[config.mk]
export PLATFORM = sky130hd
export DESIGN_NAME = pipeline_hazard_sequencer
export DESIGN_NICKNAME = d
export VERILOG_FILES = /design/src/rtl/pipeline_hazard_sequencer.sv
export SDC_FILE = /design/constraint.sdc
export NUM_CORES = 1
export LEC_CHECK = 0
export ABC_CLOCK_PERIOD_IN_PS = 3200
export BUFFER_PORTS_ARGS = -buffer_cell sky130_fd_sc_hd__buf_2
export CAP_MARGIN = 20
export CORE_UTILIZATION = 44
export CTS_BUF_LIST = sky130_fd_sc_hd__clkbuf_2 sky130_fd_sc_hd__clkbuf_4 sky130_fd_sc_hd__clkbuf_8
export DETAILED_ROUTE_END_ITERATION = 12
export PLACE_DENSITY = 0.86
export SETUP_SLACK_MARGIN = 0.02
export SKIP_LAST_GASP = 1
export SLEW_MARGIN = 10
export SYNTH_ARGS = -nofsm -noshare
export SYNTH_HDL_FRONTEND = slang
export SYNTH_SLANG_ARGS = --single-unit
[constraint.sdc]
create_clock -name clk -period 3.2 [get_ports clk]
set_input_delay 0.16 -clock clk [delete_from_list [all_inputs] [get_ports clk]]
set_output_delay 0.16 -clock clk [all_outputs]
set_load 0.03 [all_outputs]
[src/rtl/pipeline_hazard_sequencer.sv]
// pipeline_hazard_sequencer: central stall/flush sequencer for load-use, taken-branch and multi-cycle hazards (HAZARD_PERF_CNT_EN adds stall/flush cycle counters)
module pipeline_hazard_sequencer #(
   parameter int WIDTH             = 32,
   parameter int LOAD_STALL_CYCLES = 1,
   parameter int FLUSH_CYCLES      = 1,
   parameter int MC_TIMEOUT        = 64
) (
   input  logic             clk,
   input  logic             rst_n,
   input  logic [4:0]       id_rs1,
   input  logic [4:0]       id_rs2,
   input  logic             id_uses_rs2,
   input  logic [4:0]       ex_rd,
   input  logic             ex_memread,
   input  logic             branch_taken,
   input  logic             mc_start,
   input  logic             mc_done,
   output logic             pc_en,
   output logic             ifid_en,
   output logic             ifid_flush,
   output logic             idex_bubble,
   output logic             mc_timeout,
   output logic [1:0]       state,
   output logic [WIDTH-1:0] stall_cycles,
   output logic [WIDTH-1:0] flush_cycles
);
   typedef enum logic [1:0] {RUN = 2'b00, LSTALL = 2'b01, FLUSH = 2'b10, MCWAIT = 2'b11} state_t;
   localparam logic [7:0] LS_INIT = 8'(LOAD_STALL_CYCLES - 1);
   localparam logic [7:0] FL_INIT = 8'(FLUSH_CYCLES - 1);
   localparam logic [7:0] TO_LAST = 8'(MC_TIMEOUT - 1);
   state_t state_q, state_d;
   logic [7:0] cnt_q, cnt_d;
   logic luh, stall, mc, fl;
   assign luh = ex_memread && ex_rd != 5'd0 && (ex_rd == id_rs1 || (id_uses_rs2 && ex_rd == id_rs2));
   // state and counter register
   always_ff @(posedge clk or negedge rst_n) begin
      if (!rst_n) begin
         state_q <= RUN;
         cnt_q   <= 8'd0;
      end else begin
         state_q <= state_d;
         cnt_q   <= cnt_d;
      end
   end
   // next state: a taken branch overrides whatever the current state is doing
   always_comb begin
      state_d = state_q;
      cnt_d   = cnt_q;
      if (branch_taken) begin
         state_d = FLUSH_CYCLES > 1 ? FLUSH : RUN;
         cnt_d   = FL_INIT;
      end else begin
         case (state_q)
            RUN: begin
               if (luh) begin
                  state_d = LOAD_STALL_CYCLES > 1 ? LSTALL : RUN;
                  cnt_d   = LS_INIT;
               end else if (mc_start && !mc_done) begin
                  state_d = MCWAIT;
                  cnt_d   = 8'd0;
               end
            end
            LSTALL, FLUSH: begin
               cnt_d   = cnt_q - 8'd1;
               state_d = cnt_q <= 8'd1 ? RUN : state_q;
            end
            default: begin
               cnt_d   = cnt_q + 8'd1;
               state_d = (mc_done || cnt_q >= TO_LAST) ? RUN : MCWAIT;
            end
         endcase
      end
   end
   // outputs: reset forces the safe bubble/flush pattern combinationally
   always_comb begin
      stall       = state_q == LSTALL || (state_q == RUN && luh);
      mc          = state_q == MCWAIT;
      fl          = branch_taken || state_q == FLUSH;
      pc_en       = rst_n && (fl || !(stall || mc));
      ifid_en     = rst_n && (fl || !(stall || mc));
      ifid_flush  = !rst_n || fl;
      idex_bubble = !rst_n || fl || stall || mc;
      mc_timeout  = rst_n && !branch_taken && mc && !mc_done && cnt_q == TO_LAST;
      state       = state_q;
   end
`ifdef HAZARD_PERF_CNT_EN
   logic [WIDTH-1:0] stall_q, flush_q;
   // saturating counts of stalled and flushing cycles
   always_ff @(posedge clk or negedge rst_n) begin
      if (!rst_n) begin
         stall_q <= '0;
         flush_q <= '0;
      end else begin
         stall_q <= (!pc_en && stall_q != '1) ? stall_q + 1'b1 : stall_q;
         flush_q <= (ifid_flush && flush_q != '1) ? flush_q + 1'b1 : flush_q;
      end
   end
   assign stall_cycles = stall_q;
   assign flush_cycles = flush_q;
`else
   assign stall_cycles = '0;
   assign flush_cycles = '0;
`endif
endmodule

Word-level counts from Yosys, hierarchy flattened
Index checks and enable logic that the tools add are counted.
{"block": "totals", "register_bits": 10, "latch_bits": 0, "ramBits": 0, "romBits": 0, "in_bits": 22, "memories": 0}
{"block": "op_classes", "n_addsub": 2, "multipliers": 0, "n_div": 0, "order_cmp": 2, "eq_ne": 8, "n_shift": 0, "mux": 10, "n_bitwise": 0, "reduce_logical": 27}
{"cell": "$mux 8", "count": 3}
{"cell": "$pmux 8 s2", "count": 1}
{"cell": "$eq 5x5->1", "count": 2}
{"cell": "$logic_and 1x1->1", "count": 10}
{"cell": "$mux 2", "count": 5}
{"cell": "$logic_or 1x1->1", "count": 9}
{"cell": "$add 8x1->8 const B", "count": 1}
{"cell": "$eq 8x6->1 const B", "count": 1}
{"cell": "$ge 8x6->1 const B", "count": 1}
{"cell": "$le 8x1->1 const B", "count": 1}
{"cell": "$sub 8x1->8 const B", "count": 1}
{"cell": "$reduce_bool 5->1", "count": 1}
{"cell": "$eq 2x2->1 const B", "count": 2}
{"cell": "$logic_not 1->1", "count": 4}
{"cell": "$ne 4x4->1 const B", "count": 1}
{"cell": "$pmux 2 s2", "count": 1}
{"cell": "$ne 3x3->1 const B", "count": 1}
{"cell": "$eq 2x1->1 const B", "count": 1}
{"cell": "$logic_not 2->1", "count": 1}
{"cell": "$reduce_and 2->1", "count": 1}
{"cell": "$reduce_or 2->1", "count": 1}

Logic depth before layout (Yosys ltp)
Gate-level depths: netlist (run 1).
{"block": "logic_depth", "ltp_word": 10, "mapped_depth": 6, "ltp_nobuf": 5}

Least setup slack after synthesis (run 1)
OpenSTA, ideal clock, no wires.
{"block": "synth_path", "path_kind": "flip-flop to output port", "start": "reg state_q[0], in the netlist state[0]", "end": "out mc_timeout", "t_arrival_ns": 2.068, "setup_slack_ns": 0.972, "path_stages_with_launch": 4, "path_buffers": 1, "path_cell_list": "dfrtp_1 > clkbuf_1 > inv_1 > nor4b_1"}
{"block": "synth_via", "elab_chain_len": 4}
{"element": "start: declaration", "line_no": "31", "rtl": "state_t state_q, state_d;"}
{"element": "start signal: assignment", "line_no": "41", "rtl": "state_q <= state_d;"}
{"element": "$eq 2x2->1", "line_no": "77", "rtl": "mc = state_q == MCWAIT;"}
{"element": "$logic_and 1x1->1 (3 in a row)", "line_no": "83", "rtl": "mc_timeout = rst_n && !branch_taken && mc && !mc_done && cnt_q == TO_LAST;"}
{"element": "end: declaration", "line_no": "22", "rtl": "output logic mc_timeout,"}
Every way passes these cells.

Final worst setup path (run 1)
{"block": "layout_path", "start": "reg cnt_q[0]", "end": "out mc_timeout"}
{"block": "layout_via", "elab_chain_len": 2}
{"element": "start: declaration", "line_no": "32", "rtl": "logic [7:0] cnt_q, cnt_d;"}
{"element": "start signal: assignment", "line_no": "42", "rtl": "cnt_q <= cnt_d;"}
{"element": "$eq 8x6->1", "line_no": "83"}
{"element": "$logic_and 1x1->1", "line_no": "83"}
Every way passes these cells.

==> results_dict.tcl, run 1 <==
set metrics [dict create \
    critPathKind "reg2out" \
    insertedDiodeCount 0 \
    startpoint "cnt_q[0]$_DFFE_PN0P_" \
    fmax_ghz 0.527 \
    die_y_um 54.1 \
    final_nets 195 \
    grt_max_degree 17 \
    worst_path_largest_cell_delay_ns 0.38 \
    p_seq_share_pct 30.9 \
    p_comb_share_pct 42.9 \
    ys_warn_count 0 \
    drt_iter0_drc 15 \
    power_density_nw_per_um2 338 \
    ir_drop_mv 0.186 \
    critPathRequiredTime_ns 3.04 \
    hold_violations 0 \
    cpMaxStageDelayCell "dfrtp_1" \
    die_area_um2 2920 \
    grt_pass1_wl_mm 2.75 \
    drive_above_1_share_pct 22.2 \
    post-cts-setup-buffers 0 \
    cp_max_fo 4 \
    antenna_found_initial 0 \
    switching_share_pct 48.6 \
    grt_pass1_vias 654 \
    yosysSeqAreaShare_pct 18.9 \
    numCtsBuffers 3 \
    rsz0062_at_grt "no" \
    ys.flop_type "dfrtp_1" \
    area_growth_pct -4.09 \
    internal-power_uw 199 \
    place.gp.congestion 0.792 \
    fin_setup_tns_ns 0 \
    status "finished clean" \
    p_clk_share_pct 26.2 \
    start_kind "flip-flop" \
    holdWs_ns 0.207 \
    critPathCaptureType "primary output" \
    core_area_um2 2520 \
    drc 0 \
    ys_types 33 \
    finalPower_uw 387 \
    final.min_clock_period_ns 1.90 \
    regToRegStartpoint "state[0]$_DFFE_PN0P_" \
    grt_use_total_pct 13.2 \
    clk_latency_ns 0.27 \
    drv_slew 0 \
    chipWidth_um 54.1 \
    synth-edff-count 0 \
    maxCapViolations 0 \
    cp.arrival_ns 1.74 \
    dpl.hpwl_mm 1.46 \
    cellLeakagePower_uw 0.000630 \
    root_buffer "clkbuf_4" \
    grt_overflow 0 \
    critPathTopFamily "simple AND/OR/NAND/NOR gates" \
    ys_ff_latch 9 \
    cp_cell_sequence "ha_1, and3_1, nand3_1, nor4b_1, buf_2" \
    setup_viol 0 \
    viasPerCell 4.27 \
    row_count 18 \
    drt_pass1_iterations 4 \
    synth_area_um2 1190 \
    cts_tree "built" \
    path_buf_inv 1 \
    ant_nets 0 \
    ys_async_sr_fraction_pct 100 \
    hold_start "branch_taken" \
    cts.sinks 9 \
    start_util_pct 47.3 \
    fin_crit_sh_pct 59.3 \
    synthCells 143 \
    io_pins 93 \
    htree_levels 1 \
    portBuffers 28 \
    worst_hold_path_type "in2reg" \
    drt-total-wl_mm 1.84 \
    skew_ns 0.00101 \
    wire_per_inst_um 9.13 \
    p_switching_uw 188 \
    cts_resized 0 \
    syn_avg_cell_area_um2 8.34 \
    cts.clk_slew.worst_paths_ns 0.07 \
    vias 859 \
    clk_path_buf_depth 2 \
]
state kept, by name, summed over array words and instances, names as in the netlist:
signal / flops
state: 1
cnt_q: 8
cells in the mapped netlist, types with 2 or more instances:
master / instances / share of area, %
buf_4: 66 / 42
xor2_1: 13 / 9.5
dfrtp_1: 9 / 19
nand2_1: 8 / 2.5
a21oi_1: 4 / 1.7
o211ai_1: 4 / 2.5
and3_1: 3 / 1.6
nor2_1: 3 / 0.94
clkbuf_1: 2 / 0.63
nand2b_1: 2 / 1.0
nand3_1: 2 / 0.84
nor3_1: 2 / 0.84
o21ai_0: 2 / 0.84
o32ai_1: 2 / 1.5
or4b_2: 2 / 1.7
xnor2_1: 2 / 1.5
placed cells by master, fill, tap and decap left out, types with 2 or more instances in the layout:
| master | Yosys | layout |
|---|---|---|
| o32ai_1 | 2 | 2 |
| a21oi_1 | 4 | 4 |
| xor2_1 | 13 | 13 |
| nand2b_1 | 2 | 2 |
| xnor2_1 | 2 | 2 |
| dfrtp_1 | 9 | 9 |
| clkbuf_4 | 0 | 4 |
| nand2_1 | 8 | 8 |
| and3_1 | 3 | 3 |
| nor2_1 | 3 | 3 |
| nand3_1 | 2 | 2 |
| buf_2 | 0 | 28 |
| or4b_2 | 2 | 2 |
| nor3_1 | 2 | 2 |
| o211ai_1 | 4 | 4 |
| conb_1 | 1 | 64 |
| o21ai_0 | 2 | 2 |
kinds of logic after synthesis:
family,after synthesis,share of synthesized area [%]
AO/OA/AOI/OAI,18,11.6
XOR/XNOR,15,11.0
adder cells (fa/ha/maj),1,1.05
buffers and inverters,69,42.5
flip-flops,9,18.9
other,1,0.314
AND/OR/NAND/NOR,30,14.6
final cells by class:
cell class | count | area [um^2]
Clock buffer | 4 | 30.0
Multi-Input combinational cell | 128 | 697
Inverter | 1 | 3.75
Fill cell | 265 | 1380
Sequential cell | 9 | 225
Tap cell | 30 | 37.5
Timing Repair Buffer | 29 | 150
per-stage QoR:
stage | util (%) | area, um^2 | cells | setup WS (ns)
finish | 45.3 | 1140 | 201 | 1.30
global route | 45.3 | 1140 | 201 | 1.21
CTS | 45.3 | 1140 | 201 | 1.34
detailed placement | 43.8 | 1100 | 196 | 1.35
global placement | 43.8 | 1100 | 196 | 1.37
floorplan | - | 1430 | 206 | 0.972
power by group through the flow:
stage / Clock (uW) / Sequential [uW] / Combinational [uW]
2_1_floorplan: 0 / 121 / 198
3_3_place_gp: 0 / 121 / 163
3_5_place_dp: 0 / 122 / 164
4_1_cts: 104 / 119 / 165
5_1_grt: 106 / 120 / 180
6_report: 101 / 119 / 166
worst reg2reg max path, delay by kind of cell (launching register included):
kind	cells	cell delay [ns]
flip-flops	1	0.55
AND/OR/NAND/NOR	1	0.73
AO/OA/AOI/OAI	1	0.15
routing by layer:
metal | up-vias | global-route usage [%] | share of wire, %
li1 | 406 | - | -
met3 | 2 | 0.847 | 7.4
met4 | 0 | 8.97 | 1.0
met2 | 53 | 22.4 | 52
met1 | 398 | 15.9 | 40
met5 | - | 0 | 0
worst paths after layout:
check / end / slack [ns] / cells past startpoint
worst max register to register: cnt_q[1]$_DFFE_PN0P_ / 1.70 / 2
worst min-delay path: cnt_q[4]$_DFFE_PN0P_ / 0.21 / 2
worst max-delay path: mc_timeout / 1.30 / 5
max in group asynchronous: cnt_q[1]$_DFFE_PN0P_ / 2.69 / 2
worst min register to register: cnt_q[0]$_DFFE_PN0P_ / 0.52 / 1
min in group asynchronous: cnt_q[6]$_DFFE_PN0P_ / 0.30 / 2
what timing repair did:
item / in CTS / in global routing
endpoints found under the hold margin: 9 / 0
endpoints found under the setup margin: 0 / 0
hold buffers: 1 / 0
(Power assumes the default switching activity.)
==> run 2: changes to the inputs <==
ABC_CLOCK_PERIOD_IN_PS = 1900   (was 3200)
CORE_UTILIZATION = 41   (was 44)
PLACE_DENSITY = 0.81   (was 0.86)
clock period = 1.9 ns   (was 3.2 ns; I/O delays follow)
==> results_dict.tcl, run 2 (synthesis gave the netlist of run 1 again) <==
set metrics [dict create \
    switching_share_pct 47.5 \
    final_nets 197 \
    ir_drop_mv 0.299 \
    dpl.hpwl_mm 1.45 \
    n_fill_cell 301 \
    root_buffer "clkbuf_4" \
    cp_max_fo 4 \
    p_comb_share_pct 44.4 \
    start_kind "flip-flop" \
    final.min_clock_period_ns 1.74 \
    grt_pass1_vias 614 \
    place.gp.congestion 0.795 \
    ant_nets 0 \
    holdWs_ns 0.149 \
    grt_pass1_wl_mm 2.64 \
    critPathCaptureType "primary output" \
    cts_resized 0 \
    p_clk_share_pct 24.7 \
    largest_reg_flops 8 \
    power_density_nw_per_um2 552 \
    clk_latency_ns 0.26 \
    rsz0062_at_grt "no" \
    cts.clk_slew.worst_paths_ns 0.06 \
    clk_path_buf_depth 2 \
    finalPower_uw 644 \
    portBuffers 28 \
    fmax_ghz 0.575 \
    core_area_um2 2760 \
    critPathKind "reg2out" \
    grt_use_total_pct 10.9 \
    antenna_found_initial 0 \
    status "finished clean" \
    final_common_cell "conb_1" \
    insertedDiodeCount 0 \
    htree_levels 1 \
    maxCapViolations 0 \
    start_util_pct 43.2 \
    worst_hold_path_type "in2reg" \
    drv_slew 0 \
    fin_crit_sh_pct 91.6 \
    area_growth_pct -2.20 \
    die_area_um2 3130 \
    drt-total-wl_mm 1.77 \
    fin_setup_tns_ns 0 \
    cp.arrival_ns 1.64 \
    wire_per_inst_um 8.67 \
    p_seq_share_pct 30.9 \
    grt_overflow 0 \
    drt_iter0_drc 11 \
    drt_pass1_iterations 4 \
    cellLeakagePower_uw 0.000641 \
    layout.area.seq_um2 225 \
    grt_max_degree 15 \
    registers.top_by_ff_count "cnt_q" \
    viasPerCell 4.10 \
    layout_common_cells "conb_1, buf_2, xor2_1" \
    chipWidth_um 55.9 \
    drc 0 \
    hold_violations 0 \
    skew_ns 0.00757 \
    numCtsBuffers 3 \
    vias 837 \
    critPathRequiredTime_ns 1.80 \
    drive_above_1_share_pct 23.7 \
    cts.sinks 9 \
    cts_tree "built" \
    die_y_um 55.9 \
    multi_input_area_um2 703 \
    utilization_pct 42.3 \
    p_switching_uw 306 \
    internal-power_uw 338 \
    row_count 19 \
    setup_viol 0 \
    io_pins 93 \
]
-- run 2: final timing paths --
kind,from,endpoint,slack [ns],cells past startpoint
hold / removal,branch_taken,cnt_q[4]$_DFFE_PN0P_,0.15,2
max in group asynchronous,rst_n,cnt_q[3]$_DFFE_PN0P_,1.45,2
setup / recovery,cnt_q[0]$_DFFE_PN0P_,mc_timeout,0.16,5
min in group asynchronous,rst_n,state[0]$_DFFE_PN0P_,0.24,2
hold reg to reg,cnt_q[0]$_DFFE_PN0P_,cnt_q[0]$_DFFE_PN0P_,0.53,1
setup reg to reg,state[0]$_DFFE_PN0P_,cnt_q[6]$_DFFE_PN0P_,0.50,4
-- run 2: metal layers --
metal / vias to the layer above / routed length (um) / track usage (%)
li1: 412 / - / -
met1: 375 / 646 / 12.2
met2: 48 / 961 / 17.9
met3: 2 / 152 / 4.88
met4: 0 / 8 / 4.88
met5: - / 0 / 0
-- run 2: power groups by stage --
stage / clock, uW / sequential, uW / combinational [uW]
after floorplan: 0 / 203 / 335
after global placement: 0 / 202 / 280
after global routing: 170 / 200 / 304
final: 159 / 199 / 286
after CTS: 163 / 199 / 284
after detailed placement: 0 / 203 / 283
-- run 2: layout make-up --
class	count	area share, %
clock buffers	4	2.58
inverters	1	0.322
multi-input cells	128	60.3
flip-flops and latches	9	19.3
well taps	31	3.33
repair buffers	31	14.2
-- run 2: metrics by stage --
step	std cells	worst slack [ns]	area, um^2
3_3_place_gp	199	0.277	1130
6_report	204	0.160	1170
2_1_floorplan	206	0.115	1440
4_1_cts	204	0.152	1170
3_5_place_dp	199	0.242	1130
5_1_grt	204	0.0593	1170
-- run 2: what timing repair did --
action                    in CTS  in global routing
hold buffers                   1                  0
buffers inserted               0                  0
hold endpoints to repair       9                  0
-- run 2: critical path, cell delays in order, from the launching register on --
cell     delay (ns)
dfrtp_1        0.38
ha_1           0.19
and3_1         0.22
nand3_1        0.15
nor4b_2        0.22
buf_2          0.23
==> run 3: changes to the inputs <==
PLACE_DENSITY = 0.92   (was 0.81)
==> results_dict.tcl, run 3 (synthesis gave the netlist of run 1 again) <==
set metrics [dict create \
    ir_drop_mv 0.249 \
    status "finished clean" \
    ant_nets 0 \
    cp_max_fo 4 \
    p_seq_share_pct 30.0 \
    drc 0 \
    htree_levels 1 \
    row_count 19 \
    critPathRequiredTime_ns 1.80 \
    p_clk_share_pct 26.4 \
    critPathCaptureType "primary output" \
    drv_slew 0 \
    placed_cells 199 \
    cts.sinks 9 \
    cts_tree "built" \
    root_buffer "clkbuf_4" \
    critPathKind "reg2out" \
    start_kind "flip-flop" \
    fin_crit_sh_pct 92.7 \
    ff2ff_path_depth 4 \
    maxCapViolations 0 \
    grt_pass1_wl_mm 2.99 \
    skew_ns 0.000761 \
    core_area_um2 2760 \
    final_nets 197 \
    power_density_nw_per_um2 564 \
    dpl.hpwl_mm 1.53 \
    post-cts-setup-buffers 0 \
    hold_violations 0 \
    largest_reg_flops 8 \
    grt_pass1_vias 670 \
    portBuffers 28 \
    registers.top_by_ff_count "cnt_q" \
    die_y_um 55.9 \
    vias 887 \
    numCtsBuffers 3 \
    grt_overflow 0 \
    final.min_clock_period_ns 1.76 \
    clk_path_buf_depth 2 \
    io_pins 93 \
    insertedDiodeCount 0 \
    p_switching_uw 323 \
    drt_iter0_drc 16 \
    drive_above_1_share_pct 24.3 \
    fmax_ghz 0.568 \
    p_comb_share_pct 43.6 \
    final_common_cell "conb_1" \
    min_path_cells 2 \
    place.gp.congestion 0.841 \
    grt_use_total_pct 12.1 \
    chipWidth_um 55.9 \
    cellLeakagePower_uw 0.000638 \
    grt_max_degree 15 \
    cp.arrival_ns 1.67 \
    die_area_um2 3130 \
    switching_share_pct 48.9 \
    drt_pass1_iterations 4 \
    setup_viol 0 \
    drt-total-wl_mm 1.97 \
    internal-power_uw 338 \
    fin_setup_tns_ns 0 \
    viasPerCell 4.35 \
    antenna_found_initial 0 \
    cts.clk_slew.worst_paths_ns 0.07 \
    start_util_pct 43.2 \
    clk_latency_ns 0.27 \
    layout_common_cells "conb_1, buf_2, xor2_1" \
    rsz0062_at_grt "no" \
    instances_no_fill 204 \
    n_fill_cell 277 \
    wire_per_inst_um 9.67 \
    area_growth_pct -1.57 \
    worst_hold_path_type "in2reg" \
]
run 3: area by class of cell:
cell class                 count  area [um^2]  area share, %
multi-input combinational    128          708           60.3
inverter                       1         3.75          0.320
sequential                     9          225           19.2
tap                           31         38.8           3.30
clock buffer                   4         30.0           2.56
timing repair buffer          31          168           14.3
run 3: critical path, cell delays in order, from the launching register on:
cell and delay [ns]:
dfrtp_1 0.38, ha_1 0.20, and3_4 0.21, nand3_1 0.14
nor4b_2 0.23, clkbuf_4 0.23
run 3: worst paths after layout:
check	from	endpoint	slack (ns)
max in group asynchronous	rst_n	cnt_q[0]$_DFFE_PN0P_	1.47
max reg2reg	state[0]$_DFFE_PN0P_	cnt_q[6]$_DFFE_PN0P_	0.43
max	cnt_q[0]$_DFFE_PN0P_	mc_timeout	0.14
min in group asynchronous	rst_n	cnt_q[5]$_DFFE_PN0P_	0.22
min	branch_taken	cnt_q[5]$_DFFE_PN0P_	0.16
min reg2reg	cnt_q[0]$_DFFE_PN0P_	cnt_q[0]$_DFFE_PN0P_	0.53
run 3: metrics by stage:
stage                     hold WS (ns)  setup WS [ns]  util, %  instance area [um^2]  total power (uW)
after floorplan                 -0.201          0.115        -                  1440               538
after global placement         -0.0230          0.241     40.8                  1130               482
after detailed placement       -0.0190          0.221     40.8                  1130               486
after CTS                        0.155          0.116     42.3                  1170               657
after global routing             0.161         0.0394     42.6                  1170               687
final                            0.161          0.139     42.6                  1170               662
run 3: power by group through the flow:
stage / Combinational (uW) / Sequential (uW) / Clock [uW]
CTS: 286 / 198 / 172
detailed placement: 284 / 202 / 0
floorplan: 335 / 203 / 0
global route: 304 / 199 / 185
finish: 289 / 199 / 174
global placement: 281 / 202 / 0
run 3: what timing repair did:
action                     4_1_cts  5_1_grt
hold buffers                     1        0
hold endpoints to repair         9        0
setup endpoints to repair        0        1
resized for setup                0        2
run 3: metal layers:
metal	track usage [%]	up-vias	share of wire, %
met5	0	-	0
met2	21.0	48	53
met3	3.72	3	7.1
met1	13.7	422	38
li1	-	414	-
met4	5.23	0	1.3
